## src/rtl/wb4_fifo_stream_reader.sv

```systemverilog
// Wishbone B4 master that drains a FIFO read port into a local skid buffer
// and presents the words as a valid/ready stream.
//
// Stream handshake: o_stream_valid/o_stream_data describe the buffer head.
// A word moves when o_stream_valid and i_stream_ready are both high on a
// rising edge. o_stream_valid never depends on i_stream_ready.
//
// Requests are only issued while (buffered words + requests in flight) is
// below P_BUF_DEPTH. Every accepted request therefore has a slot reserved,
// and the buffer cannot overflow even if the consumer stops.
module wb4_fifo_stream_reader #(
    parameter int P_DATA_MSB  = 31,
    parameter int P_CNT_MSB   = 15,
    parameter int P_BUF_DEPTH = 4
) (
    input  logic                i_wb4_sclk,
    input  logic                i_wb4_srst,
    input  logic                i_start,
    input  logic [P_CNT_MSB:0]  i_count,
    input  logic                i_abort,
    output logic                o_busy,
    output logic                o_done,
    output logic                o_wb4_mcyc,
    output logic                o_wb4_mstb,
    input  logic                i_wb4_mack,
    input  logic [P_DATA_MSB:0] i_wb4_mdata,
    input  logic                i_wb4_mstall,
    output logic                o_stream_valid,
    input  logic                i_stream_ready,
    output logic [P_DATA_MSB:0] o_stream_data
);

    localparam int PTR_W = $clog2(P_BUF_DEPTH);
    localparam int OCC_W = PTR_W + 1;

    typedef enum logic [1:0] {
        ST_IDLE  = 2'd0,
        ST_REQ   = 2'd1,
        ST_DRAIN = 2'd2,
        ST_DONE  = 2'd3
    } state_t;

    state_t             state_q, state_d;
    logic [P_CNT_MSB:0] count_q, count_d;
    logic [P_CNT_MSB:0] issued_q, issued_d;
    logic [OCC_W-1:0]   outst_q, outst_d;
    logic [OCC_W-1:0]   occ_q, occ_d;
    logic [PTR_W-1:0]   wr_ptr_q, wr_ptr_d;
    logic [PTR_W-1:0]   rd_ptr_q, rd_ptr_d;
    logic               busy_q, busy_d;
    logic               done_q, done_d;
    logic               mcyc_q, mcyc_d;
    logic               mstb_q, mstb_d;
    logic [P_DATA_MSB:0] buf_q [P_BUF_DEPTH];

    logic               accept;
    logic               ack_ok;
    logic               push;
    logic               pop;
    logic [OCC_W:0]     credit_sum;

    // Next-state, counters, buffer pointers and registered bus outputs.
    always_comb begin
        state_d  = state_q;
        count_d  = count_q;
        issued_d = issued_q;
        outst_d  = outst_q;

        accept = mstb_q & ~i_wb4_mstall;
        // Acks only count while a cycle is open and something is in flight,
        // so late acks after an abort are dropped here.
        ack_ok = mcyc_q & i_wb4_mack & (outst_q != '0);
        push   = ack_ok;
        pop    = (occ_q != '0) & i_stream_ready;

        occ_d    = occ_q + OCC_W'(push) - OCC_W'(pop);
        wr_ptr_d = wr_ptr_q + PTR_W'(push);
        rd_ptr_d = rd_ptr_q + PTR_W'(pop);

        case (state_q)
            ST_IDLE: begin
                if (i_start) begin
                    count_d  = i_count;
                    issued_d = '0;
                    outst_d  = '0;
                    state_d  = (i_count == '0) ? ST_DONE : ST_REQ;
                end
            end
            ST_REQ: begin
                if (i_abort) begin
                    // Abort beats a simultaneous accept: that request is not counted.
                    outst_d = '0;
                    state_d = ST_DONE;
                end else begin
                    issued_d = issued_q + (P_CNT_MSB+1)'(accept);
                    outst_d  = outst_q + OCC_W'(accept) - OCC_W'(ack_ok);
                    if (issued_d == count_q) begin
                        state_d = ST_DRAIN;
                    end
                end
            end
            ST_DRAIN: begin
                if (i_abort) begin
                    outst_d = '0;
                    state_d = ST_DONE;
                end else begin
                    outst_d = outst_q - OCC_W'(ack_ok);
                    if (outst_d == '0) begin
                        state_d = ST_DONE;
                    end
                end
            end
            default: begin
                state_d = ST_IDLE;
            end
        endcase

        credit_sum = (OCC_W+1)'(occ_d) + (OCC_W+1)'(outst_d);
        busy_d = (state_d != ST_IDLE);
        done_d = (state_d == ST_DONE);
        mcyc_d = (state_d == ST_REQ) || (state_d == ST_DRAIN);
        mstb_d = (state_d == ST_REQ) && (issued_d < count_d) &&
                 (credit_sum < (OCC_W+1)'(P_BUF_DEPTH));
    end

    // FSM state, counters and registered outputs; reset dominates everything.
    always_ff @(posedge i_wb4_sclk) begin
        if (i_wb4_srst) begin
            state_q  <= ST_IDLE;
            count_q  <= '0;
            issued_q <= '0;
            outst_q  <= '0;
            occ_q    <= '0;
            wr_ptr_q <= '0;
            rd_ptr_q <= '0;
            busy_q   <= 1'b0;
            done_q   <= 1'b0;
            mcyc_q   <= 1'b0;
            mstb_q   <= 1'b0;
        end else begin
            state_q  <= state_d;
            count_q  <= count_d;
            issued_q <= issued_d;
            outst_q  <= outst_d;
            occ_q    <= occ_d;
            wr_ptr_q <= wr_ptr_d;
            rd_ptr_q <= rd_ptr_d;
            busy_q   <= busy_d;
            done_q   <= done_d;
            mcyc_q   <= mcyc_d;
            mstb_q   <= mstb_d;
        end
    end

    // Buffer storage; contents need no reset because occupancy gates visibility.
    always_ff @(posedge i_wb4_sclk) begin
        if (push) begin
            buf_q[wr_ptr_q] <= i_wb4_mdata;
        end
    end

    assign o_busy         = busy_q;
    assign o_done         = done_q;
    assign o_wb4_mcyc     = mcyc_q;
    assign o_wb4_mstb     = mstb_q;
    assign o_stream_valid = (occ_q != '0);
    assign o_stream_data  = buf_q[rd_ptr_q];

endmodule

```

## config.mk

```make
export PLATFORM = sky130hd
export DESIGN_NAME = wb4_fifo_stream_reader
export DESIGN_NICKNAME = d
export VERILOG_FILES = /design/src/rtl/wb4_fifo_stream_reader.sv
export SDC_FILE = /design/constraint.sdc
export NUM_CORES = 1
export LEC_CHECK = 0
export ABC_AREA = 1
export CAP_MARGIN = 25
export CORE_MARGIN = 2
export CORE_UTILIZATION = 45
export CTS_BUF_LIST = sky130_fd_sc_hd__clkbuf_4
export DETAILED_ROUTE_END_ITERATION = 8
export HOLD_SLACK_MARGIN = 0.02
export PLACE_DENSITY = 0.69
export SKIP_CTS_REPAIR_TIMING = 1
export SLEW_MARGIN = 40
export SYNTH_ARGS = -nofsm -noshare
export SYNTH_HDL_FRONTEND = slang
export SYNTH_SLANG_ARGS = --single-unit
```

## constraint.sdc

```tcl
create_clock -name i_wb4_sclk -period 7.2 [get_ports i_wb4_sclk]
set_input_delay 1.8 -clock i_wb4_sclk [delete_from_list [all_inputs] [get_ports i_wb4_sclk]]
set_output_delay 1.8 -clock i_wb4_sclk [all_outputs]
set_load 0.01 [all_outputs]
```

==> impl_metrics.ini <==
[run_status]
status = completed

[yosys]
synth_area_mm2 = 0.00801
yosys.area.top_type = edfxtp_1
synth_edf_count = 128
ys_seq_elements = 176
synth_cell_types = 37
avgSynthCellArea_um2 = 9.93
synth_cells = 806
ys_seq_area_frac = 0.600
async_flop_share = 0
synth_flop_cell = edfxtp_1
synth_top_area_frac = 0.480
yosys_warnings = 0
ys_top_cells_by_area = edfxtp_1 48%, dfxtp_1 12%, nor2_1 6.0%, o21ai_0 5.6%, nand2_1 5.2%
syn_nets = 889

[worst_setup_path]
path_buf_inv = 4
criticalPathCategory = reg -> out
cp_top_family = buffers and inverters
cpMostUsedCell = buf_4
cp_slowest_stage_delay_ns = 0.58
required_ns = 5.40
cp.depth = 6
timing.rr.start = outst_q[1]
r2r_cells = 16
worst_setup_path_end_kind = primary output
cp-startpoint = rd_ptr_q[0]
start_kind = flop
r2r_end = o_wb4_mstb
slowest_stage = clkdlybuf4s50_1
cp_data_arrival_time_ns = 2.78
r2r_slack_ns = 4.14
setup.worst_path.end = o_stream_data[1]
crit_chain = buf_4, clkinv_1, buf_4, o21ai_0, o22ai_1, clkdlybuf4s50_1
path_max_fanout = 66

[detailed_routing]
vias_per_cell = 5.21
drt_iter0_drc = 407
ant_nets = 0
drc = 0
drt_first_pass_iters = 5
vias = 5927
wl_per_cell_um = 15.3
routed_wl_um = 17400

[die]
dieArea_mm2 = 0.0189
die_h_um = 137
io_pins = 92
core-area_mm2 = 0.0174
chipWidth_um = 137
std_cell_rows = 48
initial_core_util = 0.461

[finish]
syn2layout_area_growth_pct = 19.2
fin_nets = 981
drive_gt1_frac = 0.0823
final_util = 0.550
fillers = 1525

[clock_network]
ctsHtreeMaxLevel = 4
clock_sinks = 176
clock_path_buffers = 2
cts_buffers = 17
clkLatencyLatePin_ns = 0.58
clkTransAtPathRegs_ns = 0.14
root_buffer = clkbuf_4
cts_tree = built

[timing]
hold_viol = 0
tightest_slew_ns = 0.647
period_share = 0.636
slew_headroom = 0.567
hold_ws_ns = 0.537
worst_slack_ns = 2.62
period_needed_ns = 4.58
drv_slew = 0
fin_skew_ns = 0.0192
rsz0062_at_grt = no
fmaxAchievable_mhz = 218
setup_viol = 0
tns_ns = 0

[placed_design]
gp_congestion = 0.899
dp_hpwl_um = 11800
portBuffers = 91
pre_cts_slack_ns = 2.37

[hold_path]
hold_path.class = reg -> reg

[pwr]
power.leakage_nw = 3.61
powerDensity_mw_per_mm2 = 262
ir_drop_mv = 0.178
design_power_total_mw = 2.50

[grt]
grt_use_total = 0.191
grt_overflow = 0
grt_max_degree = 67
grt_antenna_before_repair = 1
grt_pass1_vias = 5446
grt_pass1_wl_um = 27200

[job]
max-cap-violations = 0
==> power breakdown <==
| group | total (mW) | internal [mW] | leakage, nW | switching [mW] |
|---|---|---|---|---|
| Combinational | 0.787 | 0.348 | 1.91 | 0.440 |
| Sequential | 1.14 | 1.12 | 1.54 | 0.0233 |
| Clock | 0.576 | 0.194 | 0.165 | 0.382 |
==> cell usage after synthesis (2+ instances only) <==
cell type	n
a211oi_1	4
a21oi_1	27
and2_1	2
buf_1	2
clkbuf_1	27
clkinv_1	3
dfxtp_1	48
edfxtp_1	128
fa_1	2
ha_1	26
inv_1	64
inv_2	4
mux2i_1	4
nand2_1	111
nand2_2	7
nand3_1	36
nand3b_1	4
nand4_1	11
nor2_1	129
nor2_2	8
nor2_4	4
nor3_1	4
nor4_1	3
o211ai_1	2
o21ai_0	89
o21bai_1	3
o22ai_1	34
xnor2_1	6
xnor3_1	2
xor2_1	5
==> per-stage QoR <==
stage,std cells,instance area [um^2]
6_report,1137,9540
2_1_floorplan,806,8010
4_1_cts,1136,9540
5_1_grt,1137,9540
3_3_place_gp,1101,9180
3_5_place_dp,1104,9230
==> area by class of cell <==
type	instances	area, um^2	share of cell area
clock inverters	15	185	0.0194
repair buffers	102	1020	0.107
clock buffers	17	128	0.0134
diodes	1	2.50	0.000262
flip-flops and latches	176	4810	0.504
well taps	225	282	0.0295
multi-input cells	530	2850	0.299
inverters	71	267	0.0279
==> worst min-delay path, cell delays in order, from the launching register on <==
cell and delay, ns:
dfxtp_1 0.36, nand2_1 0.09, a21oi_1 0.06
==> sequential cells by signal (all words and copies together), names as in the netlist <==
register    cells
o_done          1
o_wb4_mcyc      1
state_q         2
buf_q         128
rd_ptr_q        2
issued_q       16
outst_q         3
o_wb4_mstb      1
wr_ptr_q        2
occ_q           3
count_q        16
o_busy          1
==> layout by cell type (no fill, tap or decap), types with 5 or more instances in the layout <==
cell type          n
inv_6              5
inv_2              5
inv_1             63
clkdlybuf4s50_1   90
ha_1              26
xor2_1             5
dfxtp_1           47
clkbuf_4          17
xnor2_1            6
edfxtp_1         128
nand2_2            7
nor2_4             6
nand2_1          111
o22ai_1           34
nand3_1           36
nor2_2             8
buf_4              8
a21oi_1           27
nand4_1           11
o21ai_0           89
nor2_1           127
==> logic make-up after synthesis <==
| group | count (synthesis) | share of synthesized area |
|---|---|---|
| AND/OR/NAND/NOR | 322 | 0.174 |
| flip-flops | 176 | 0.600 |
| buffers and inverters | 100 | 0.0469 |
| adder cells (fa/ha/maj) | 28 | 0.0456 |
| multiplexers | 4 | 0.00500 |
| XOR/XNOR | 13 | 0.0177 |
| AO/OA/AOI/OAI | 163 | 0.111 |
==> worst min-delay path by stage <==
stage / start / to / slack (ns) / cells after the start
6_report: issued_q[15] / issued_q[15] / 0.54 / 2
5_1_grt: issued_q[15] / issued_q[15] / 0.58 / 2
4_1_cts: issued_q[15] / issued_q[15] / 0.54 / 2
3_5_place_dp: issued_q[15] / issued_q[15] / 0.52 / 2
3_3_place_gp: issued_q[15] / issued_q[15] / 0.51 / 2
2_1_floorplan: issued_q[15] / issued_q[15] / 0.49 / 2
==> per-layer routing <==
metal  vias to the layer above  track usage  routed length, um
li1                       2973            -                  -
met1                      2784        0.242               7980
met2                       152        0.318               8320
met3                        18       0.0493                901
met4                         0       0.0653                245
met5                         -            0                  0
Power figures use the tool's default switching activity.
